==> src/rtl/regbank_write_arbiter.sv <==
// Round-robin write arbiter for an enable-gated register bank, with an optional
// per-requester lock that holds the write path for a back-to-back burst.
module regbank_write_arbiter #(
  parameter int NREQ  = 4,
  parameter int AW    = 3,
  parameter int WIDTH = 8
) (
  input  logic                  clk,
  input  logic                  rst_n,
  input  logic [NREQ-1:0]       req,
  input  logic [NREQ-1:0]       lock,
  input  logic [NREQ*AW-1:0]    addr,
  input  logic [NREQ*WIDTH-1:0] wdata,
  output logic [NREQ-1:0]       gnt,
  output logic [(1<<AW)-1:0]    wr_en,
  output logic [WIDTH-1:0]      wr_data,
  output logic [2:0]            owner,
  output logic                  locked
);

  localparam int DEPTH = 1 << AW;
  localparam int PW    = (NREQ > 1) ? $clog2(NREQ) : 1;

  typedef enum logic {ARB = 1'b0, LOCKED = 1'b1} state_t;

  state_t           state_q, state_d;
  logic [PW-1:0]    ptr_q, ptr_d;
  logic [2:0]       owner_q, owner_d;
  logic             locked_q, locked_d;
  logic [DEPTH-1:0] wr_en_q, wr_en_d;
  logic [WIDTH-1:0] wr_data_q, wr_data_d;

  logic [AW-1:0]    addr_arr  [NREQ];
  logic [WIDTH-1:0] wdata_arr [NREQ];

  logic [NREQ-1:0]  gnt_c;
  logic [PW-1:0]    win_idx;
  logic [PW-1:0]    own_idx;
  logic             accept;

  generate
    for (genvar gi = 0; gi < NREQ; gi++) begin : g_unpack
      assign addr_arr[gi]  = addr[gi*AW +: AW];
      assign wdata_arr[gi] = wdata[gi*WIDTH +: WIDTH];
    end
  endgenerate

  assign own_idx = owner_q[PW-1:0];

  // Scan from ptr upward with wrap; the first requester found wins.
  always_comb begin : p_grant
    logic [PW:0] sum;
    logic        found;
    gnt_c   = '0;
    win_idx = '0;
    found   = 1'b0;
    sum     = '0;
    if (state_q == LOCKED) begin
      gnt_c[own_idx] = req[own_idx];
      win_idx        = own_idx;
    end else begin
      for (int k = 0; k < NREQ; k++) begin
        sum = {1'b0, ptr_q} + (PW+1)'(k);
        if (sum >= (PW+1)'(NREQ)) sum = sum - (PW+1)'(NREQ);
        if (!found && req[sum[PW-1:0]]) begin
          found              = 1'b1;
          win_idx            = sum[PW-1:0];
          gnt_c[sum[PW-1:0]] = 1'b1;
        end
      end
    end
    if (!rst_n) gnt_c = '0;
  end

  assign accept = |(req & gnt_c);

  always_comb begin : p_next
    state_d   = state_q;
    ptr_d     = ptr_q;
    owner_d   = owner_q;
    wr_en_d   = '0;
    wr_data_d = wr_data_q;
    if (accept) begin
      wr_en_d[addr_arr[win_idx]] = 1'b1;
      wr_data_d                  = wdata_arr[win_idx];
      owner_d                    = 3'(win_idx);
      // A burst that keeps its lock leaves the rotation pointer alone.
      if (state_q == ARB || !lock[win_idx])
        ptr_d = (win_idx == PW'(NREQ-1)) ? '0 : win_idx + PW'(1);
      state_d = lock[win_idx] ? LOCKED : ARB;
    end else if (state_q == LOCKED) begin
      state_d = ARB;
    end
    locked_d = (state_d == LOCKED);
  end

  always_ff @(posedge clk) begin
    if (!rst_n) begin
      state_q   <= ARB;
      ptr_q     <= '0;
      owner_q   <= '0;
      locked_q  <= 1'b0;
      wr_en_q   <= '0;
      wr_data_q <= '0;
    end else begin
      state_q   <= state_d;
      ptr_q     <= ptr_d;
      owner_q   <= owner_d;
      locked_q  <= locked_d;
      wr_en_q   <= wr_en_d;
      wr_data_q <= wr_data_d;
    end
  end

  assign gnt     = gnt_c;
  assign wr_en   = wr_en_q;
  assign wr_data = wr_data_q;
  assign owner   = owner_q;
  assign locked  = locked_q;

endmodule

==> config.mk <==
export PLATFORM = sky130hd
export DESIGN_NAME = regbank_write_arbiter
export DESIGN_NICKNAME = d
export VERILOG_FILES = /design/src/rtl/regbank_write_arbiter.sv
export SDC_FILE = /design/constraint.sdc
export NUM_CORES = 1
export LEC_CHECK = 0
export CAP_MARGIN = 40
export CORE_UTILIZATION = 48
export DETAILED_ROUTE_END_ITERATION = 10
export PLACE_DENSITY = 0.93
export RECOVER_POWER = 25
export SKIP_CTS_REPAIR_TIMING = 1
export SYNTH_ARGS = -nofsm -noshare
export SYNTH_HDL_FRONTEND = slang
export SYNTH_SLANG_ARGS = --single-unit
==> constraint.sdc <==
create_clock -name clk -period 4.5 [get_ports clk]
set_clock_uncertainty 0.1 [all_clocks]
set_input_delay 0.45 -clock clk [delete_from_list [all_inputs] [get_ports clk]]
set_output_delay 0.45 -clock clk [all_outputs]
set_load 0.05 [all_outputs]
# After elaboration in Yosys (flattened, before gate mapping)
# Cells that the tools add are included.
# totals
ff_bits,21
latchBits,0
ram_bits,0
romBits,0
input_bits,54
n_memories,0
# classes
add_sub_neg,8
n_mul,0
div_mod_pow,0
order_cmp,18
n_eq_ne,1
shift,0
muxes,60
bitwise_logic,7
n_reduce_logical,17
# ops
operator,count
two-way mux 4 bit,9
two-way mux 2 bit,14
two-way mux 1 bit,19
less-than comparator 2 x 3 -> 1 bit (second input constant),6
binary-select mux 8 bit (select 2 bit),1
two-way mux 8 bit,2
binary-select mux 1 bit (select 2 bit),6
greater-or-equal comparator 3 bit (second input constant),4
OR 4 bit,3
demux 1 bit (select 2 bit),5
greater-or-equal comparator 2 x 1 -> 1 bit (second input constant),5
logical AND 1 bit,9
AND 4 bit,2
subtractor 2 x 1 -> 2 bit (second input constant),4
adder 2 x 2 -> 3 bit (second input constant),2
binary-select mux 3 bit (select 2 bit),1
two-way mux 3 bit,2
logical NOT 1 bit,4
less-than comparator 3 x 4 -> 1 bit (second input constant),1
AND reduction 2 bit,2
OR reduction 4 bit,1
adder 2 x 1 -> 3 bit (second input constant),1
demux 1 bit (select 3 bit),1
greater-or-equal comparator 2 x 3 -> 1 bit (second input constant),1
other kinds (6),6

# Depth between registers and ports, before layout
# Gate-level depths: netlist (run 1).
# logic_depth
depth_word,27
mapped_depth,13

# Worst setup path after synthesis (run 1)
# OpenSTA, ideal clock, no wires.
# synth_timing
path_kind,register to output
start,"register, netlist name locked"
end,output port gnt[0]
t_arrival_ns,2.810
required_time_ns,3.950
slack_ns,1.140
stages_incl_launch_ff,9
n_path_buf,5
path_cell_list,dfxtp_1 -> clkbuf_1 -> clkbuf_1 -> clkbuf_1 -> buf_1 -> buf_1 -> nand2_1 -> o32ai_1 -> and2_1
# synth_rtl
item,line_no,text
"end, declared",14,"output logic [NREQ-1:0] gnt,"

# Final worst setup path (run 1)
# layout_timing
start,register ptr_q[1]
end,output port gnt[3]
# layout_via
elab_chain_len,20
# layout_lines
item,line_no,text
"start, declared",27,"logic [PW-1:0] ptr_q, ptr_d;"
"start signal, assigned",107,ptr_q <= ptr_d;
"parallel branches: the longest is 17 deep, another holds adder 2 x 1 -> 3 bit",n/a,
two-way mux 4 bit *,65,if (!found && req[sum[PW-1:0]]) begin
two-way mux 4 bit *,58,if (state_q == LOCKED) begin
two-way mux 4 bit *,72,if (!rst_n) gnt_c = '0;
# Mark *: on every way between the ends. The select of a mux whose other input is x is not followed.

==> metrics.txt, run 1 <==
status=completed; element type at the critical path end=output port; final wirelength=~7.7 mm; part of the total power dissipated in combinational logic=between 80% and 90%; vias in the first global route=about 2600; Clk pwr share=about 5.3%; Synth cell types=57; most frequently used flop master after synthesis=dfxtp_1; worst path bufs/invs=2; final-layout setup total negative slack=0 ps; vias post-DR=between 2000 and 3000; worst endpoint required time=around 4000 ps; Routed Antenna Nets=0; CTS Sinks=21; hpwl dp=between 5 and 6 mm; Internal=about 1.1 mW; share of post-route cells with drive strength above 1=~8%; number of max-cap violations=0; WL per Instance=18.0 um; gpl congestion=0.922; final-stage net count=about 420; core area=~4800 um^2; startpoint kind of the worst setup timing path=flop; CP Cell Sequence=inv_1 -> ha_1 -> mux2_2 -> and3_1 -> a2111oi_0 -> nor2_1 -> a21oi_1 -> o22ai_1 -> and2_1 -> clkdlybuf4s50_1; Worst Hold Slack=400 ps; kind of cell adding the most delay to the critical path=buffers and inverters; Antenna Diode Count=0; I/O Pins=78; initial core utilization=a little over 50%; Die Area=between 5000 and 6000 um^2; violation count after the first detailed-routing iteration=317; largest area contributor in the synthesized netlist=dfxtp_1; delay of the slowest critical-path stage=between 600 and 700 ps; Slowest cell on crit path=clkdlybuf4s50_1; Filler Cell Count=~390; transition time at the pin with the least slew margin=between 800 and 900 ps; worst skew pair latency=250 ps; maximum number of pins on one net before global-route repair=33; area overhead of the layout relative to synthesis=33.7%; startpoint of the most critical hold path=wr_data[7]; TritonCTS clock tree=built; fraction of power consumed by sequential logic=between 10% and 20%; clock tree buffer depth=2; initial antenna violation count=0; Static Leak=between 1 and 1.5 nW; drt first pass iters=10; sequential share of the synthesized area=between 10% and 20%; worst-case headroom to the max-slew limit=42.7%; top achievable clock speed=0.246 GHz; number of synthesized flops with an enable pin=0; Yosys warnings=0; Mapped Cells=around 300; die height=between 70 and 80 um; Congestion Overflow GR=0; area share of the largest cell type after synthesis=between 10% and 20%; total CTS buffers=3; crit-path max FO=11; # rows=25; root buffer cell=clkbuf_8; Clock transition at path regs=70 ps; GRT Overall Usage=28.9%; launching instance or port of the critical path=ptr_q[1]; total setup violations reported at the end of the flow=0; number of register bits inferred by synthesis=21; post-synthesis instance area=about 2500 um^2; worst reg2reg path startpoint=ptr_q[1]; wire length of the first global-routing pass=around 12 mm; DRC violations left=0; worst IR drop on VDD=between 400 and 500 uV; switching share of total power=between 50 and 60%; NetSw=between 1 and 1.5 mW; areal power density over the cells=698 nW/um^2; classification of the worst setup path=flop to output port; number of input and output port buffers inserted=76; worst hold path class=flop to flop; leading post-synthesis cells by instance count=25 x nor4b_1, 22 x clkbuf_1, 21 x dfxtp_1; die width=about 74 um; max-slew violations=0; async set or reset register ratio after synthesis=0%; share of the clock period used by the worst path after layout=90.4%; Hold Fails Final Rpt=0; total power consumption of the routed design=about 2.3 mW; htree depth=1; most common cell in the synthesized netlist=nor4b_1; post-DR vias/cell=between 6 and 7; data arrival time of the critical path=~3500 ps; post-layout min period=4070 ps; nets in the synthesized netlist=~370; cell types with the largest area share after synthesis=dfxtp_1 17%, nor4b_1 8.8%, a222oi_1 6.5%, mux2i_1 4.9%, nor2b_1 4.3%; RSZ-0062 raised after global routing=false; synthesized area per cell=around 8.2 um^2
## power by group through the flow
stage	clock network, mW	registers [mW]	logic (mW)
6_report	0.121	0.332	1.86
5_1_grt	0.126	0.340	1.99
4_1_cts	0.120	0.332	1.85
3_5_place_dp	0	0.334	1.83
3_3_place_gp	0	0.330	1.74
2_1_floorplan	0	0.513	1.16
## layer usage
metal  track usage (%)  vias up  routed length, um
li1                  -     1300                  -
met1              34.7     1304               3070
met2              51.2      163               3780
met3              4.53       26                564
met4              11.3        0                246
met5                 0        -                  0
## final cells by class
cell class                      instances  area [um^2]  area share [%]
Tap cell                               67         83.8            2.53
Timing Repair Buffer                   86          856            25.9
Sequential cell                        21          420            12.7
Clock buffer                            4         45.0            1.36
Inverter                                7         26.3           0.794
Multi-Input combinational cell        241         1880            56.8
## through the flow
step | cell area, um^2 | std cells | worst slack, ps | util [%]
finish | 3310 | 426 | 430 | 68.3
global route | 3310 | 426 | 133 | 68.3
global placement | 3240 | 421 | 562 | 66.8
floorplan | 2480 | 303 | 1140 | -
CTS | 3310 | 426 | 461 | 68.3
detailed placement | 3270 | 422 | 512 | 67.4
## cell families after synthesis
family | Yosys count | synth area share [%]
other cells | 1 | 0.151
fa+ha+maj | 8 | 4.04
compound gates | 96 | 30.7
flops | 21 | 17.0
xor+xnor | 1 | 0.354
simple gates | 115 | 30.1
buf+inv | 41 | 7.33
mux | 20 | 10.3
## worst paths after layout
check	slack, ps	depth (start not counted)	to
worst max-delay path	430	10	gnt[3]
worst min-delay path	400	1	wr_data[7]
worst max register to register	840	9	wr_data[4]
worst min register to register	400	1	wr_data[7]
## state kept, by name, summed over array words and instances (netlist names)
register and flops:
locked 1, wr_data 8, ptr_q 2, owner 2, wr_en 8
## cell usage in the layout (no fill, tap or decap), types with 4 or more instances in the layout
cell / count
a222oi_1: 16
a21oi_1: 18
nand2_1: 18
mux2i_1: 12
a221o_1: 5
nand2b_1: 5
dlygate4sd3_1: 11
and2_1: 14
ha_1: 8
dfxtp_1: 21
a22oi_1: 9
nor4b_1: 25
mux2_2: 4
nor3b_1: 8
nor2b_1: 17
inv_1: 5
clkdlybuf4s50_1: 65
buf_4: 9
a311oi_1: 8
nor2_1: 9
a31o_1: 8
o22ai_1: 4
mux4_2: 4
nor3_1: 7
Power figures use the tool's default switching activity.
==> run 2: changes to the inputs <==
--- a/config.mk
+++ b/config.mk
@@ -6,9 +6,12 @@
 export NUM_CORES = 1
 export LEC_CHECK = 0
 export CAP_MARGIN = 40
-export CORE_UTILIZATION = 48
+export CELL_PAD_IN_SITES_DETAIL_PLACEMENT = 1
+export CELL_PAD_IN_SITES_GLOBAL_PLACEMENT = 1
+export CORE_MARGIN = 2
+export CORE_UTILIZATION = 30
 export DETAILED_ROUTE_END_ITERATION = 10
-export PLACE_DENSITY = 0.93
+export PLACE_DENSITY = 0.84
 export RECOVER_POWER = 25
 export SKIP_CTS_REPAIR_TIMING = 1
 export SYNTH_ARGS = -nofsm -noshare
==> metrics.txt, run 2 (synthesis gave the netlist of run 1 again) <==
Congestion Overflow GR=0 (unchanged); clock tree buffer depth=2 (unchanged); worst-case headroom to the max-slew limit=40.9% (-1.7 points); classification of the worst setup path=flop to output port; drt first pass iters=5 (-5); switching share of total power=54.2% (+0.80 points); Internal=1.05 mW (-2.5%); die width=94.9 um (+28%); GRT Overall Usage=20.3% (-8.6 points); worst hold path class=flop to flop; I/O Pins=78 (unchanged); NetSw=1.24 mW (+0.71%); top achievable clock speed=0.238 GHz (-3.1%); startpoint kind of the worst setup timing path=flop; Routed Antenna Nets=0 (unchanged); vias post-DR=2734 (-2.1%); Hold Fails Final Rpt=0 (unchanged); violation count after the first detailed-routing iteration=215 (-32%); non-filler instance count after layout=466 (+9.4%); total setup violations reported at the end of the flow=0 (unchanged); maximum number of pins on one net before global-route repair=33 (unchanged); highest-count cells in the layout ignoring fill and taps=65 x clkdlybuf4s50_1, 25 x nor4b_1, 20 x dfxtp_1, 18 x a21oi_1, 18 x nand2_1; core area=8090 um^2 (+67%); share of post-route cells with drive strength above 1=8.86% (+0.79 points); final-stage net count=424 (+0.47%); worst skew pair latency=270 ps (+20 ps); fraction of power consumed by sequential logic=14.7% (+0.3 points); hold depth=1 (unchanged); final-layout setup total negative slack=0 ps (unchanged); dpl cells=462 (+9.5%); Place WS=410 ps (-102 ps); status=completed; CTS Sinks=21 (unchanged); worst endpoint required time=3950 ps (about the same); final wirelength=8.79 mm (+15%); final standard cell area without fillers=3360 um^2 (+1.5%); areal power density over the cells=682 nW/um^2 (-2.3%); total CTS buffers=3 (unchanged); hpwl dp=6.65 mm (+22%); Reg2Reg Depth=10 (+1); die height=94.9 um (+28%); worst IR drop on VDD=299 uV (-40%); final worst setup slack=301 ps (-129 ps); gpl congestion=0.880 (-4.6%); vias in the first global route=2930 (+11%); # rows=33 (+32%); transition time at the pin with the least slew margin=886 ps (+27.2 ps); most common library cell in the layout ignoring fill and taps=clkdlybuf4s50_1; number of max-cap violations=0 (unchanged); Static Leak=1.18 nW (+0.37%); Antenna Diode Count=0 (unchanged); TritonCTS clock tree=built; wire length of the first global-routing pass=14.7 mm (+20%); Die Area=9000 um^2 (+65%); htree depth=1 (unchanged); max-slew violations=0 (unchanged); data arrival time of the critical path=3650 ps (+130 ps); WL per Instance=18.9 um (+4.8%); Cell Area, Placed=3320 um^2 (+1.6%); crit-path max FO=11 (unchanged); initial core utilization=30.6% (-20 points); DRC violations left=0 (unchanged); part of the total power dissipated in combinational logic=79.6% (-0.8 points); Clock transition at path regs=80 ps (about the same); post-layout min period=4200 ps (+129 ps); initial antenna violation count=0 (unchanged); post-DR vias/cell=5.87 (-11%); area overhead of the layout relative to synthesis=35.8%; RSZ-0062 raised after global routing=false; element type at the critical path end=output port; number of input and output port buffers inserted=76 (unchanged); Clk pwr share=5.7% (+0.4 points); share of the clock period used by the worst path after layout=93.3% (+2.9 points); root buffer cell=clkbuf_8
run 2: path summary, 6_finish.rpt:
kind,startpoint,to,slack (ps)
setup / recovery,ptr_q[1],gnt[3],300
hold reg to reg,wr_data[4],wr_data[4],380
setup reg to reg,ptr_q[1],wr_en[1],950
hold / removal,wr_data[4],wr_data[4],380
run 2: power groups by stage:
stage | Combinational [mW] | Sequential, mW | Clock [mW]
floorplan | 1.16 | 0.513 | 0
global placement | 1.77 | 0.338 | 0
detailed placement | 1.83 | 0.343 | 0
CTS | 1.84 | 0.339 | 0.131
global route | 1.99 | 0.350 | 0.138
finish | 1.83 | 0.338 | 0.130
run 2: final cells by class:
type / count / area (um^2)
Sequential cell: 21 / 422
Multi-Input combinational cell: 241 / 1880
Timing Repair Buffer: 88 / 858
Tap cell: 105 / 131
Inverter: 7 / 26.3
Clock buffer: 4 / 45.0
Fill cell: 1003 / 4730
run 2: metrics by stage:
stage               power (mW)  util, %  hold slack [ps]
floorplan                 1.67        -              548
global placement          2.11     40.8              361
detailed placement        2.17     41.0              367
CTS                       2.31     41.5              390
global route              2.47     41.5              414
finish                    2.29     41.5              381
run 2: worst max-delay path, stage by stage (launching register included):
cell,delay (ps)
dfxtp_1,330
inv_1,110
ha_1,560
mux2_2,400
and3_1,170
a2111oi_0,600
nor2_1,120
a21oi_1,150
o22ai_1,90
and2_1,160
clkdlybuf4s50_1,690
run 2: metal layers:
metal	up-vias	part of all wire [%]	GRT usage, %
li1	1304	-	-
met5	-	0	0
met3	11	4.1	2.39
met4	0	1.2	4.35
met1	1346	44	26.1
met2	73	50	36.2
==> run 3: changes to the inputs <==
--- a/config.mk
+++ b/config.mk
@@ -5,9 +5,10 @@
 export SDC_FILE = /design/constraint.sdc
 export NUM_CORES = 1
 export LEC_CHECK = 0
-export CAP_MARGIN = 40
+export CAP_MARGIN = 25
 export CELL_PAD_IN_SITES_DETAIL_PLACEMENT = 1
 export CELL_PAD_IN_SITES_GLOBAL_PLACEMENT = 1
+export CORE_ASPECT_RATIO = 1.5
 export CORE_MARGIN = 2
 export CORE_UTILIZATION = 30
 export DETAILED_ROUTE_END_ITERATION = 10
==> constraint.sdc (replaced) <==
create_clock -name clk -period 4.5 [get_ports clk]
set_clock_uncertainty 0.1 [all_clocks]
set_input_delay 0.9 -clock clk [delete_from_list [all_inputs] [get_ports clk]]
set_output_delay 0.9 -clock clk [all_outputs]
set_load 0.05 [all_outputs]
==> metrics.txt, run 3 (synthesis gave the netlist of run 1 again) <==
top achievable clock speed=0.233 GHz (-2.1%); final standard cell area without fillers=3420 um^2 (+1.7%); Cell Area, Placed=3340 um^2 (+0.75%); htree depth=1 (unchanged); vias post-DR=2772 (+1.4%); RSZ-0062 raised after global routing=false; post-layout min period=4290 ps (+88.3 ps); number of max-cap violations=0 (unchanged); WL per Instance=19.9 um (+5.6%); transition time at the pin with the least slew margin=970 ps (+83.9 ps); Slowest cell on crit path=clkdlybuf4s50_1; highest-count cells in the layout ignoring fill and taps=61 x clkdlybuf4s50_1, 25 x nor4b_1, 20 x dfxtp_1, 19 x buf_4; worst skew pair latency=250 ps (-20 ps); startpoint kind of the worst setup timing path=primary input; delay of the slowest critical-path stage=720 ps (+30 ps); core area=8010 um^2 (-1.1%); share of the clock period used by the worst path after layout=95.3% (+2.0 points); worst IR drop on VDD=403 uV (+35%); total power consumption of the routed design=2.40 mW (+4.5%); DRC violations left=0 (unchanged); initial core utilization=30.9% (+0.33 points); worst-case headroom to the max-slew limit=35.3% (-5.6 points); CP Cell Sequence=clkdlybuf4s50_1 -> mux4_2 -> clkinv_1 -> a2111oi_0 -> buf_4 -> nor2_1 -> a21oi_1 -> o22ai_1 -> and2_1 -> buf_4; post-DR vias/cell=5.90 (+0.53%); Hold Fails Final Rpt=0 (unchanged); data arrival time of the critical path=3290 ps (-360 ps); post-route core utilization=42.7% (+1.2 points); die height=115 um (+22%); most common library cell in the layout ignoring fill and taps=clkdlybuf4s50_1; element type at the critical path end=output port; Congestion Overflow GR=0 (unchanged); Antenna Diode Count=0 (unchanged); violation count after the first detailed-routing iteration=228 (+6.0%); number of input and output port buffers inserted=76 (unchanged); initial antenna violation count=0 (unchanged); area overhead of the layout relative to synthesis=38.2%; wire length of the first global-routing pass=14.4 mm (-2.3%); worst hold path class=flop to flop; areal power density over the cells=700 nW/um^2 (+2.7%); classification of the worst setup path=primary input to output port; root buffer cell=clkbuf_16; Top cell by count, worst path=buf_4; Routed Antenna Nets=0 (unchanged); I/O Pins=78 (unchanged); Die Area=9010 um^2 (+0.17%); GRT Overall Usage=19.9% (-0.40 points); vias in the first global route=2780 (-5.1%); maximum number of pins on one net before global-route repair=33 (unchanged); # rows=40 (+21%); die width=78.2 um (-18%); worst endpoint required time=3500 ps (-450 ps); final-stage net count=428 (+0.94%); final-layout setup total negative slack=0 ps (unchanged); status=completed; hpwl dp=7.18 mm (+7.9%); drt first pass iters=5 (unchanged); Clock transition at path regs=60 ps (-20 ps); clock tree buffer depth=2 (unchanged); final wirelength=9.36 mm (+6.5%); Static Leak=1.22 nW (+3.5%); crit-path max FO=13 (+2); share of post-route cells with drive strength above 1=11.0% (+2.1 points); max-slew violations=0 (unchanged); TritonCTS clock tree=built; total CTS buffers=3 (unchanged); Worst Hold Slack=395 ps (+13.6 ps); CTS Sinks=21 (unchanged); gpl congestion=0.956 (+8.7%); total setup violations reported at the end of the flow=0 (unchanged)
## run 3: cell types whose count changed in the layout (fill, tap and decap cells not counted), sizes merged
cell	change
buf	+8
clkdlybuf4s50	-4
## run 3: metrics by stage
stage | cells | setup WS (ps)
6_report | 470 | 213
5_1_grt | 470 | 29.4
4_1_cts | 470 | 225
3_5_place_dp | 466 | 221
3_3_place_gp | 466 | 232
2_1_floorplan | 303 | 690
## run 3: worst max-delay path, delay by kind of cell
family          cells  cell delay, ps
compound gates      3             570
simple gates        2             220
mux                 1             420
buf+inv             4            1160
## run 3: metal layers
layer | track usage (%) | vias to the layer above | part of all wire [%]
met5 | 0 | - | 0
met4 | 4.44 | 0 | 1.4
met3 | 1.10 | 8 | 2.8
met2 | 39.4 | 62 | 56
met1 | 23.1 | 1390 | 40
li1 | - | 1312 | -
## run 3: power by group
| part | total, mW | internal, mW | switching (mW) |
|---|---|---|---|
| clock | 0.186 | 0.121 | 0.0655 |
| sequential | 0.338 | 0.263 | 0.0744 |
| combinational | 1.87 | 0.745 | 1.13 |
## run 3: final cells by class
class	instances	area (um^2)
flip-flops and latches	21	422
repair buffers	92	883
multi-input cells	241	1880
well taps	105	131
clock buffers	4	78.8
inverters	7	26.3
fillers	958	4590
## run 3: final timing paths
kind | startpoint | endpoint | slack (ps) | cells past startpoint
worst max register to register | ptr_q[1] | wr_data[5] | 1170 | 11
worst min register to register | wr_data[5] | wr_data[5] | 400 | 1
worst max-delay path | req[1] | gnt[3] | 210 | 10
worst min-delay path | wr_data[5] | wr_data[5] | 400 | 1
